<file path="src/rtl/alu_seq_top.sv">
// Switch/button ALU: synchronised, debounced button pulses drive a load-sequencing FSM
// whose execute step registers the ALU result, status flags and a valid strobe.
module alu_seq_top #(
    parameter int NB_DATA         = 8,
    parameter int NB_OP           = 6,
    parameter int DEBOUNCE_CYCLES = 4
) (
    input  logic               clock,
    input  logic               reset,
    input  logic [NB_DATA-1:0] i_SWs,
    input  logic [2:0]         i_buttons,
    output logic [NB_DATA-1:0] o_led,
    output logic [3:0]         o_flags,
    output logic               o_valid,
    output logic [1:0]         o_state
);

    typedef enum logic [1:0] {
        IDLE  = 2'b00,
        GOT_A = 2'b01,
        GOT_B = 2'b10,
        DONE  = 2'b11
    } state_t;

    localparam logic [NB_OP-1:0] OP_ADD = NB_OP'(6'b100000);
    localparam logic [NB_OP-1:0] OP_SUB = NB_OP'(6'b100010);
    localparam logic [NB_OP-1:0] OP_AND = NB_OP'(6'b100100);
    localparam logic [NB_OP-1:0] OP_OR  = NB_OP'(6'b100101);
    localparam logic [NB_OP-1:0] OP_XOR = NB_OP'(6'b100110);
    localparam logic [NB_OP-1:0] OP_NOR = NB_OP'(6'b100111);
    localparam logic [NB_OP-1:0] OP_SRL = NB_OP'(6'b000010);
    localparam logic [NB_OP-1:0] OP_SRA = NB_OP'(6'b000011);

    logic [2:0] sync1, sync2, deb, deb_prev, pulse;

    always_ff @(posedge clock or negedge reset) begin
        if (!reset) begin
            sync1    <= '0;
            sync2    <= '0;
            deb_prev <= '0;
            pulse    <= '0;
        end else begin
            sync1    <= i_buttons;
            sync2    <= sync1;
            deb_prev <= deb;
            pulse    <= deb & ~deb_prev;
        end
    end

    generate
        if (DEBOUNCE_CYCLES == 0) begin : g_bypass
            assign deb = sync2;
        end else begin : g_debounce
            localparam int CW = (DEBOUNCE_CYCLES > 1) ? $clog2(DEBOUNCE_CYCLES) : 1;
            localparam logic [CW-1:0] LAST = CW'(DEBOUNCE_CYCLES - 1);
            for (genvar i = 0; i < 3; i++) begin : g_btn
                logic [CW-1:0] cnt;
                logic          lvl;
                // Counter saturates at LAST; the level rises on the sample that finds it there.
                always_ff @(posedge clock or negedge reset) begin
                    if (!reset) begin
                        cnt <= '0;
                        lvl <= 1'b0;
                    end else if (!sync2[i]) begin
                        cnt <= '0;
                        lvl <= 1'b0;
                    end else if (cnt == LAST) begin
                        lvl <= 1'b1;
                    end else begin
                        cnt <= cnt + 1'b1;
                    end
                end
                assign deb[i] = lvl;
            end
        end
    endgenerate

    logic act_a, act_b, act_op;
    assign act_a  = pulse[2];
    assign act_b  = pulse[1] & ~pulse[2];
    assign act_op = pulse[0] & ~|pulse[2:1];

    state_t state, state_next;
    logic   load_a, load_b, exec, clr_valid;

    always_ff @(posedge clock or negedge reset) begin
        if (!reset) state <= IDLE;
        else        state <= state_next;
    end

    always_comb begin
        state_next = state;
        load_a     = 1'b0;
        load_b     = 1'b0;
        exec       = 1'b0;
        clr_valid  = 1'b0;
        case (state)
            IDLE: begin
                if (act_a) begin
                    load_a     = 1'b1;
                    state_next = GOT_A;
                end
            end
            GOT_A: begin
                if (act_a) begin
                    load_a = 1'b1;
                end else if (act_b) begin
                    load_b     = 1'b1;
                    state_next = GOT_B;
                end
            end
            GOT_B: begin
                if (act_a) begin
                    load_a = 1'b1;
                end else if (act_b) begin
                    load_b = 1'b1;
                end else if (act_op) begin
                    exec       = 1'b1;
                    state_next = DONE;
                end
            end
            DONE: begin
                if (act_a) begin
                    load_a     = 1'b1;
                    clr_valid  = 1'b1;
                    state_next = GOT_A;
                end else if (act_b) begin
                    load_b     = 1'b1;
                    clr_valid  = 1'b1;
                    state_next = GOT_B;
                end else if (act_op) begin
                    exec = 1'b1;
                end
            end
            default: state_next = IDLE;
        endcase
    end

    logic [NB_DATA-1:0] a_q, b_q, res;
    logic [NB_DATA:0]   sum, diff;
    logic [NB_OP-1:0]   op;
    logic               carry, ovf, invalid, zero, shift_big;
    logic [3:0]         flags;

    // The op code is consumed on the same edge it is loaded, so it is read straight from the switches.
    assign op        = i_SWs[NB_OP-1:0];
    assign sum       = {1'b0, a_q} + {1'b0, b_q};
    assign diff      = {1'b0, a_q} - {1'b0, b_q};
    assign shift_big = (b_q >= NB_DATA'(NB_DATA));

    always_comb begin
        res     = '0;
        carry   = 1'b0;
        ovf     = 1'b0;
        invalid = 1'b0;
        case (op)
            OP_ADD: begin
                res   = sum[NB_DATA-1:0];
                carry = sum[NB_DATA];
                ovf   = (a_q[NB_DATA-1] == b_q[NB_DATA-1]) && (res[NB_DATA-1] != a_q[NB_DATA-1]);
            end
            OP_SUB: begin
                res   = diff[NB_DATA-1:0];
                carry = diff[NB_DATA];
                ovf   = (a_q[NB_DATA-1] != b_q[NB_DATA-1]) && (res[NB_DATA-1] != a_q[NB_DATA-1]);
            end
            OP_AND: res = a_q & b_q;
            OP_OR:  res = a_q | b_q;
            OP_XOR: res = a_q ^ b_q;
            OP_NOR: res = ~(a_q | b_q);
            OP_SRL: res = shift_big ? '0 : (a_q >> b_q);
            OP_SRA: res = shift_big ? {NB_DATA{a_q[NB_DATA-1]}} : NB_DATA'($signed(a_q) >>> b_q);
            default: invalid = 1'b1;
        endcase
        zero  = (res == '0) && !invalid;
        flags = {invalid, carry, zero, ovf};
    end

    always_ff @(posedge clock or negedge reset) begin
        if (!reset) begin
            a_q     <= '0;
            b_q     <= '0;
            o_led   <= '0;
            o_flags <= '0;
            o_valid <= 1'b0;
        end else begin
            if (load_a) a_q <= i_SWs;
            if (load_b) b_q <= i_SWs;
            if (exec) begin
                o_led   <= res;
                o_flags <= flags;
                o_valid <= 1'b1;
            end else if (clr_valid) begin
                o_valid <= 1'b0;
            end
        end
    end

    assign o_state = state;

endmodule
</file>
<file path="config.mk">
export PLATFORM = sky130hd
export DESIGN_NAME = alu_seq_top
export DESIGN_NICKNAME = d
export VERILOG_FILES = /design/src/rtl/alu_seq_top.sv
export SDC_FILE = /design/constraint.sdc
export NUM_CORES = 1
export LEC_CHECK = 0
export ABC_CLOCK_PERIOD_IN_PS = 2800
export CAP_MARGIN = 20
export CORE_ASPECT_RATIO = 1.2
export CORE_MARGIN = 2
export CORE_UTILIZATION = 60
export CTS_CLUSTER_DIAMETER = 60
export CTS_CLUSTER_SIZE = 30
export DETAILED_ROUTE_END_ITERATION = 8
export PLACE_DENSITY = 0.87
export SLEW_MARGIN = 20
export SYNTH_ARGS = -nofsm -noshare
export SYNTH_HDL_FRONTEND = slang
export SYNTH_SLANG_ARGS = --single-unit
</file>
<file path="constraint.sdc">
create_clock -name clock -period 2.8 [get_ports clock]
set_input_delay 0.56 -clock clock [delete_from_list [all_inputs] [get_ports clock]]
set_output_delay 0.56 -clock clock [all_outputs]
set_load 0.01 [all_outputs]
</file>
# Word-level counts from Yosys, hierarchy flattened
# Cells that the tools add are included.
# totals
output_inout_bits	15
input_bits	13
reg_bits	52
word_cells	114
# classes
mux	39
eq_ne	29
reduce_logical	13
n_addsub	5
order_cmp	1
bitwise	9
shift	2
# ops
operator	count
one-hot mux 8 bit (8 select lines)	1
== test 6 bit, second input constant	6
2-to-1 mux 2 bit	13
2-to-1 mux 1 bit	20
2-to-1 mux 8 bit	2
!= test 2 bit, second input constant	8
== test 6 x 2 -> 1 bit, second input constant	2
== test 2 bit, second input constant	5
adder 8 x 8 -> 9 bit	1
subtractor 8 x 8 -> 9 bit	1
AND 8 bit	1
>= comparator 8 x 4 -> 1 bit, second input constant	1
logical NOT 8 bit	1
inverter 8 bit	1
bitwise OR 8 bit	1
one-hot mux 2 bit (4 select lines)	1
OR reduction 8 bit	1
right shift 8 x 8 -> 8 bit	1
>>> shifter 8 x 8 -> 8 bit	1
bitwise XOR 8 bit	1
adder 2 x 1 -> 2 bit, second input constant	3
!= test 2 x 1 -> 1 bit, second input constant	3
AND reduction 5 bit	1
one-hot mux 1 bit (2 select lines)	2
14 further kinds	20

# Longest topological paths before layout
# depth
depth_word	8
mapped_depth	11

# Worst setup path before layout
# OpenSTA, ideal clock, no wires.
# synth_timing
kind	flip-flop to flip-flop
start	register b_q[1]
end	register o_flags[1]
stages_incl_launch_ff	11
arrival_ps	2510
setup_slack_ps	222
n_path_buf	1
t_required_ps	2733
path_cell_list	dfrtp_1 > clkbuf_8 > clkinv_1 > fa_1 > nor3b_1 > nor3_1 > o31ai_1 > xnor2_1 > a221o_2 > nor2b_1 > a32o_1
# synth_via
elab_chain_cells	5
# synth_rtl
element	line	rtl
start, declared	139	logic [NB_DATA-1:0] a_q, b_q, res;
start signal, assigned	188	if (load_b) b_q <= i_SWs;
>= comparator 8 x 4 -> 1 bit, or another cell as far along	149	assign shift_big = (b_q >= NB_DATA'(NB_DATA));
2-to-1 mux 8 bit, or another cell as far along	172	OP_SRA: res = shift_big ? {NB_DATA{a_q[NB_DATA-1]}} : NB_DATA'($signed(a_q) >>> b_q);
one-hot mux 8 bit (8 select lines) (*)	156	case (op)
logical NOT 8 bit (*)	175	zero = (res == '0) && !invalid;
logical AND 1 bit (*)	175	
end signal, assigned	191	o_flags <= flags;
end, declared	13	output logic [3:0] o_flags,
# Every way passes the cells marked *; elsewhere a longest branch is shown, timed or not.
# A chain may end at the register's enable or synchronous reset.

# Worst setup path in the final report
# layout_timing
start	register a_q[0]
end	register o_flags[1]
# layout_via
elab_chain_cells	5
# layout_rtl
element	line	rtl
start, declared	139	
start signal, assigned	187	if (load_a) a_q <= i_SWs;
branches (longest 2 deep; another with subtractor 8 x 8 -> 9 bit)	-	
one-hot mux 8 bit (8 select lines) (*)	156	
logical NOT 8 bit (*)	175	
logical AND 1 bit (*)	175	
# Mark *: on every way between the ends.

==> flow_summary.yaml <==
run_status:
  outcome: "complete, no violations"
grt:
  grt_usage: 0.316
  antenna_found_initial: 0
  grt_pass1_vias: 3411
  grt-ovfl-total: 0
  grt_pass1_wl_mm: 17.4
  grt_max_degree: 35
synthesis:
  synthArstFlopShare: 1.00
  synth.avg_cell_area_um2: 9.17
  synthAdderAreaFrac: 0.109
  yosysWarnings: 0
  ys_seq_area_frac: 0.340
  netlist_area_mm2: 0.00382
  synth_top_family_by_area: "compound AO/OA/AOI/OAI gates"
  synthXorXnorAreaFrac: 0.0275
  synth_top_cell_by_area: "dfrtp_1"
  ys_types: 74
  synthMuxAreaShare: 0.0524
  synth_edf_count: 0
  syn_nets: 462
  synth_compound_area_frac: 0.219
  ys.flop_type: "dfrtp_1"
  ys_ff_latch: 52
  synthCells: 417
  synth_top_area_frac: 0.340
  synth-simple-area-share: 0.184
  synth_area_leaders: "dfrtp_1, ha_1, nand2_1"
final_layout:
  final_cells: 546
  nFillCells: 459
  syn2layout_area_growth_pct: 16.8
  layout-drive-gt1-share: 0.170
  antenna_cells: 0
  num-nets-final: 508
die:
  core_area_mm2: 0.00609
  start_util: 0.628
  io-pin-count: 28
  die_y_um: 91.4
  rows: 31
  dieWidth_um: 76.9
  die-area_mm2: 0.00703
clock_tree:
  cts_max_path_buffers: 2
  numCtsBuffers: 5
  clock_latency_ns: 0.32
  clk_pin_slew_ns: 0.11
  cts.sinks: 52
  cts-root-buf: "clkbuf_8"
  ctsHoldBuffers: 0
  cts_tree: "done"
  htree_levels: 2
sta:
  timing.final.hold_violations: 0
  fmax_ghz: 0.361
  skew_ns: 0.00972
  fin_crit_ns: 2.77
  drv_slew: 0
  worst_pin_slew_ns: 0.740
  finalCritPeriodShare: 0.988
  tns_ns: 0
  setup_violations: 0
  max_slew_margin: 0.507
  whs_ns: 0.296
power_and_ir_drop:
  max-vdd-ir-drop_mv: 0.733
  p_total_mw: 4.77
  leakagePower_nw: 1.99
  powerDensity_mw_per_mm2: 1070
critical_path:
  crit_path_max_fanout: 3
  crit_type: "flip-flop to flip-flop"
  rr_endpoint: "o_flags[1]$_DFFE_PN0P_"
  cp_data_required_time_ns: 3.06
  crit-reg2reg-launch: "a_q[0]$_DFFE_PN0P_"
  cp-end-kind: "flip-flop"
  worst-r2r-cell-count: 10
  regToRegSetupSlack_ns: 0.03
  cp-start-kind: "flip-flop"
  cp_data_arrival_time_ns: 3.03
  cp-startpoint: "a_q[0]$_DFFE_PN0P_"
job:
  maxCapViolations: 0
route:
  drtIter0Drc: 305
  drc_errors: 0
  finalWirelength_mm: 10.7
  wl_per_cell_um: 19.6
  firstDrtPassIters: 5
  vias: 3442
  viasPerCell: 6.30
  postRouteAntennaNets: 0
worst_hold_path:
  hold_path.class: "input port to asynchronous set/reset pin"
placed_design:
  dp_hpwl_mm: 8.08
  dp.cells: 535
  place.gp.congestion: 0.966
  port_buffers: 27
==> cell type report <==
cell class | count | area [um2] | share of cell area
Timing Repair Buffer | 64 | 556 | 0.124
Multi-Input combinational cell | 313 | 2310 | 0.517
Inverter | 27 | 101 | 0.0227
Clock buffer | 5 | 68.8 | 0.0154
Sequential cell | 52 | 1300 | 0.291
Clock inverter | 3 | 28.8 | 0.00644
Tap cell | 82 | 103 | 0.0230
==> what timing repair did <==
item / in CTS / in global routing
hold endpoints to repair: 0 / 0
endpoints found under the setup margin: 0 / 3
resized for setup: 0 / 11
buffers inserted: 0 / 3
==> worst max-delay path: stages (launching register included) <==
cell      delay, ns
dfrtp_1        0.42
buf_4          0.15
ha_1           0.25
fa_2           0.37
a211oi_1       0.32
nor3b_1        0.16
o22ai_1        0.26
xnor2_1        0.12
a221o_2        0.38
nor2b_1        0.12
a32o_1         0.17
==> layout by cell type (no fill, tap or decap), types with 3 or more instances in the layout <==
cell              n
a211oi_1          3
a21o_1            3
a21oi_1          23
a31oi_1           5
and2_1            4
and3_1            4
buf_4            36
clkbuf_8          5
clkdlybuf4s50_1  26
dfrtp_1          52
ha_1             29
inv_1            25
mux2_2            5
mux2i_1          11
nand2_1          44
nand3_1           9
nand4_1           4
nor2_1           19
nor2b_1           9
nor3_1            9
nor3b_1           5
nor4b_1           3
o2111ai_1         3
o211a_1           3
o211ai_1          9
o21a_1            5
o21ai_0          33
o21bai_1          3
xnor2_1          11
==> synthesized netlist by cell type (2+ instances only) <==
| cell type | number |
|---|---|
| nor3b_1 | 5 |
| o2111ai_1 | 3 |
| a2111oi_0 | 2 |
| a311oi_1 | 2 |
| nor3_1 | 9 |
| a21boi_0 | 2 |
| or2_2 | 2 |
| a32oi_1 | 2 |
| o31ai_1 | 2 |
| o211a_1 | 3 |
| mux2_2 | 5 |
| o221ai_1 | 3 |
| a31oi_1 | 5 |
| o21bai_1 | 3 |
| dfrtp_1 | 52 |
| nor2b_1 | 9 |
| mux2i_1 | 11 |
| a21oi_1 | 23 |
| fa_1 | 2 |
| nand3b_1 | 2 |
| nand2_1 | 44 |
| a2bb2oi_1 | 2 |
| and2_1 | 4 |
| o21ai_0 | 33 |
| o211ai_1 | 9 |
| xnor2_1 | 11 |
| ha_1 | 30 |
| o21a_1 | 5 |
| and3_1 | 4 |
| a211oi_1 | 3 |
| o32ai_1 | 2 |
| clkbuf_8 | 4 |
| a22o_1 | 2 |
| clkbuf_1 | 16 |
| nand4_1 | 4 |
| buf_6 | 3 |
| nand3_1 | 9 |
| a21o_1 | 3 |
| nor4b_1 | 3 |
| buf_1 | 2 |
| nor2_1 | 19 |
| inv_1 | 26 |
==> power by group <==
part,switching (mW),internal (mW),total (mW),leakage [nW]
clock network,0.279,0.189,0.468,0.0511
logic,1.73,1.33,3.06,1.29
registers,0.274,0.974,1.25,0.645
==> sequential cells by signal, indices dropped and copies added, names as in the netlist <==
name                  cells
o_state                   2
a_q                       8
b_q                       8
pulse                     3
g_debounce.g_btn.lvl      3
sync1                     3
o_led                     8
o_flags                   4
g_debounce.g_btn.cnt      6
sync2                     3
deb_prev                  3
o_valid                   1
==> routing by layer <==
layer | wire length [um] | vias to the layer above | share of wire | GRT usage
met4 | 427 | 0 | 0.040 | 0.136
met5 | 0 | - | 0 | 0
met1 | 4410 | 1678 | 0.41 | 0.406
li1 | - | 1582 | - | -
met3 | 605 | 43 | 0.057 | 0.0497
met2 | 5270 | 139 | 0.49 | 0.526
==> how the worst max path moves through the flow <==
stage,depth (start not counted),slack [ns],to
final,10,0.03,o_flags[1]$_DFFE_PN0P_
after detailed placement,9,0.02,o_flags[1]$_DFFE_PN0P_
after global placement,9,-0.007,o_flags[1]$_DFFE_PN0P_
after global routing,11,-0.06,o_flags[1]$_DFFE_PN0P_
after CTS,11,0.03,o_flags[1]$_DFFE_PN0P_
after floorplan,10,0.22,o_flags[1]$_DFFE_PN0P_
==> through the flow <==
step,cell area (um2),util,setup WS [ns]
finish,4470,0.733,0.0325
detailed placement,4300,0.706,0.0192
global route,4470,0.733,-0.0567
global placement,4300,0.706,-0.00689
CTS,4400,0.722,0.0338
floorplan,3820,-,0.222
==> cell families (layout without fill, tap and decap cells) <==
kind of cell | after synthesis | in the layout
compound gates | 121 | 121
xor+xnor | 12 | 12
fa+ha+maj | 32 | 32
buf+inv | 52 | 99
flops | 52 | 52
mux | 18 | 18
simple gates | 130 | 130
Power figures use the tool's default switching activity.
==> patch 1 (same flow settings) <==
`DEBOUNCE_CYCLES`: 4 -> 8.
--- a/src/rtl/alu_seq_top.sv
+++ b/src/rtl/alu_seq_top.sv
@@ -5,3 +5,3 @@
     parameter int NB_OP           = 6,
-    parameter int DEBOUNCE_CYCLES = 4
+    parameter int DEBOUNCE_CYCLES = 8
 ) (
Function: changed (a bounded check fails within 10 cycles, from zero or initial values and one cycle with reset low).
==> patch 1 against the original RTL <==
- final cell count unchanged
- setup slack better by 140 ps
- hold slack worse by 150 ps
- synthesized cell count down 1.9%
- first-iteration DRC count down 1.3%
- core utilization up 0.49 points
- area after synthesis down 0.46%
- sequential cell count up 3
- cell area up 0.67%
- routed wire length down 8.8%
- die area down 0.43%
Power is not compared: it rests on default switching activity, and its combinational part moved more than twofold at a synthesized area within 25%.
==> patch 1: results <==
group,metric,value,unit
final_layout,multi_input_area_share,49.8,%
final_layout,nonClkBufAreaFrac,12.9,%
final_layout,seq_area_share,30.6,%
routing,vias,3411,
logic_synthesis,syn_avg_cell_area,9.30,um2
logic_synthesis,seq_area_frac_synth,36.2,%
routing,wl_met2,4730,um
grt,grtUsageMet2,49.3,%
final_layout,final_util,73.8,%
place,dpl.cell_count,538,
clock_tree,cts_sinks,55,
final_layout,n_clock_buffer,6,
logic_synthesis,synthAdderAreaFrac,11.6,%
final_layout,n_fill_cell,451,
place,gp_congestion,0.978,
grt,track_usage,29.4,%
routing,routedWlPerCell,17.9,um
place,dpl.hpwl,7610,um
final_layout,nNetsFinal,510,
routing,wl_met1,3870,um
logic_synthesis,synth_xor_area_share,2.07,%
logic_synthesis,synth_nets,456,
grt,grt_pass1_wl,16300,um
logic_synthesis,synth_area_leaders,"dfrtp_1 36%, ha_1 11%, mux2i_1 5.3%",
place,place_area,4400,um2
final_layout,multi_input_area,2240,um2
run_status,outcome,"finished, final reports clean",
grt,grt_max_degree,42,
worst_setup_path,max_stage_delay,400,ps
final_layout,drive_above_1_share,16.2,%
logic_synthesis,synth_cell_type_count,55,
final_layout,signal_buffers,69,
grt,grtUsageMet1,36.7,%
routing,met3WireLength,721,um
final_layout,clk_share,1.98,%
routing,drtIter0Drc,301,
grt,met3_usage,4.77,%
logic_synthesis,muxShareOfSynthArea,10.6,%
logic_synthesis,synth_compound_area_share,19.3,%
worst_setup_path,crit_arrival,2840,ps
timing,fin_crit,2630,ps
timing,tightest_slew,715,ps
-- patch 1: cell count changes in the layout (fill, tap and decap cells not counted), moves of 5 or more --
cell and change:
mux2i_1 +9, mux2_2 +7, nand2_1 -6, o21ai_0 -5, buf_4 +6
-- patch 1: stage by stage --
step | hold slack, ps | total power, mW | setup WS (ps)
floorplan | 264 | 1.54 | 162
global placement | 345 | 1.83 | -49.2
detailed placement | 336 | 1.86 | -123
CTS | 146 | 2.31 | 35.3
global route | 164 | 2.47 | 23.9
finish | 142 | 2.33 | 170
-- patch 1: worst paths after layout --
kind / end / start / slack, ps / cells past startpoint
max: o_flags[1] / b_q[1] / 170 / 10
min in group clock: sync2[0] / sync1[0] / 370 / 0
max reg2reg: o_flags[1] / b_q[1] / 170 / 10
min reg2reg: sync2[0] / sync1[0] / 370 / 0
min: o_led[2] / reset / 140 / 1
max in group asynchronous: b_q[0] / reset / 1820 / 2
==> patch 2 (same flow settings) <==
Made on the original files. Put one more register stage on the output `o_flags`, cleared by the reset. The value now appears one clock later. The other outputs are not delayed to match.
--- a/src/rtl/alu_seq_top.sv
+++ b/src/rtl/alu_seq_top.sv
@@ -32,2 +32,4 @@
     localparam logic [NB_OP-1:0] OP_SRA = NB_OP'(6'b000011);
+
+    logic [3:0] o_flags_s0;
 
@@ -183,3 +185,3 @@
             o_led   <= '0;
-            o_flags <= '0;
+            o_flags_s0 <= '0;
             o_valid <= 1'b0;
@@ -190,3 +192,3 @@
                 o_led   <= res;
-                o_flags <= flags;
+                o_flags_s0 <= flags;
                 o_valid <= 1'b1;
@@ -200,2 +202,10 @@
 
+    always_ff @(posedge clock or negedge reset) begin
+        if (!reset) begin
+            o_flags <= '0;
+        end else begin
+            o_flags <= o_flags_s0;
+        end
+    end
+
 endmodule
Behaviour: no difference found for any inputs over 10 cycles, from zero or initial values and one cycle with reset low; that may be too few to reach the edited logic, so the function may still have changed.
==> patch 2 against the original RTL <==
- hold slack got worse by 160 ps
- area after synthesis is 1.5% lower
- via count increased by 3.2%
- synthesized cell count is the same
- sequential cell count grew 4
- routed wire length increased by 1.3%
- non-clock buffer count is 22 higher
- setup slack better by 75 ps
- cell area rose by 4.5%
- critical endpoint is now o_flags_s0[1]
- total power up 6.6%
- core utilization grew 3.8 points
==> patch 2: results <==
group,metric,value,unit
run_status,outcome,"finished, final reports clean",
power,ir_drop,0.616,mV
logic_synthesis,synthAdderAreaFrac,11.0,%
worst_setup_path,reg2reg_depth,13,
power,p_clk_share,8.9,%
worst_setup_path,crit_start,"a_q[0]",
final_layout,nNetsFinal,532,
logic_synthesis,seq_area_frac_synth,37.2,%
place,dpl.hpwl,8200,um
routing,viasPerCell,6.23,
logic_synthesis,synth_xor_area_share,2.09,%
logic_synthesis,muxShareOfSynthArea,5.25,%
place,gp_congestion,1.04,
power,p_switching,2.33,mW
logic_synthesis,synth_compound_area_share,21.8,%
power,powerSeq,1.29,mW
timing,tightest_slew,532,ps
worst_setup_path,crit_arrival,2920,ps
power,power.leakage,2.07,nW
worst_setup_path,r2r-end,"o_flags_s0[1]",
logic_synthesis,synth_area_leaders,"dfrtp_1 37%, ha_1 10%, nand2_1 4.4%",
worst_setup_path,rrSetupSlack,110,ps
worst_setup_path,crit_fanout,2,
routing,drtIter0Drc,342,
timing,hold_slack,133,ps
logic_synthesis,synth_common_cells,"56 x dfrtp_1, 44 x nand2_1, 33 x o21ai_0, 30 x ha_1, 30 x nor2_1",
logic_synthesis,synth_cell_type_count,64,
routing,totalWireLength,10800,um
power,switching_share,45.8,%
timing,clock-skew-final,17.7,ps
[patch 2: cell type report]
cell class | count | area share, %
Tap cell | 82 | 2.20
Timing Repair Buffer | 86 | 15.8
Sequential cell | 56 | 30.0
Multi-Input combinational cell | 314 | 48.1
Clock inverter | 3 | 0.456
Clock buffer | 5 | 1.47
Inverter | 24 | 1.93
[patch 2: worst max-delay path, stage by stage, from the launching register on]
cell	delay, ps
dfrtp_1	410
inv_2	80
ha_4	140
inv_2	30
fa_2	340
nor3b_4	160
buf_4	140
buf_6	100
o31a_1	260
o21ai_2	140
o2111ai_2	120
and4bb_1	320
nand4_1	130
o31ai_2	240
[patch 2: routing by layer]
layer	wire [um]	track usage, %	vias to the layer above
met5	0	0	-
met4	449	13.8	0
met2	5430	57.4	148
li1	-	-	1628
met3	599	5.10	40
met1	4370	40.5	1737
[patch 2: stage by stage]
| step | setup WS, ps | instance area, um2 | utilization, % | TNS [ps] | cells |
|---|---|---|---|---|---|
| global route | -29.1 | 4670 | 77.1 | -39.0 | 570 |
| global placement | -11.5 | 4460 | 73.6 | -11.5 | 556 |
| detailed placement | -97.8 | 4460 | 73.6 | -97.8 | 556 |
| floorplan | 25.5 | 3770 | - | 0 | 417 |
| finish | 107 | 4670 | 77.1 | 0 | 570 |
| CTS | -30.3 | 4610 | 76.2 | -30.3 | 569 |
[patch 2: cell families after synthesis]
| group | count (synthesis) |
|---|---|
| adders and majority gates | 32 |
| DFF | 56 |
| AOI/OAI and AO/OA | 125 |
| muxes | 18 |
| buffers and inverters | 47 |
| and+or+nand+nor | 130 |
| xor gates and xnor gates | 9 |
[patch 2: what timing repair did]
item	CTS	global route
resized for setup	7	12
buffers inserted	5	1
cloned	0	0
pin swaps	6	9
endpoints found under the setup margin	2	3
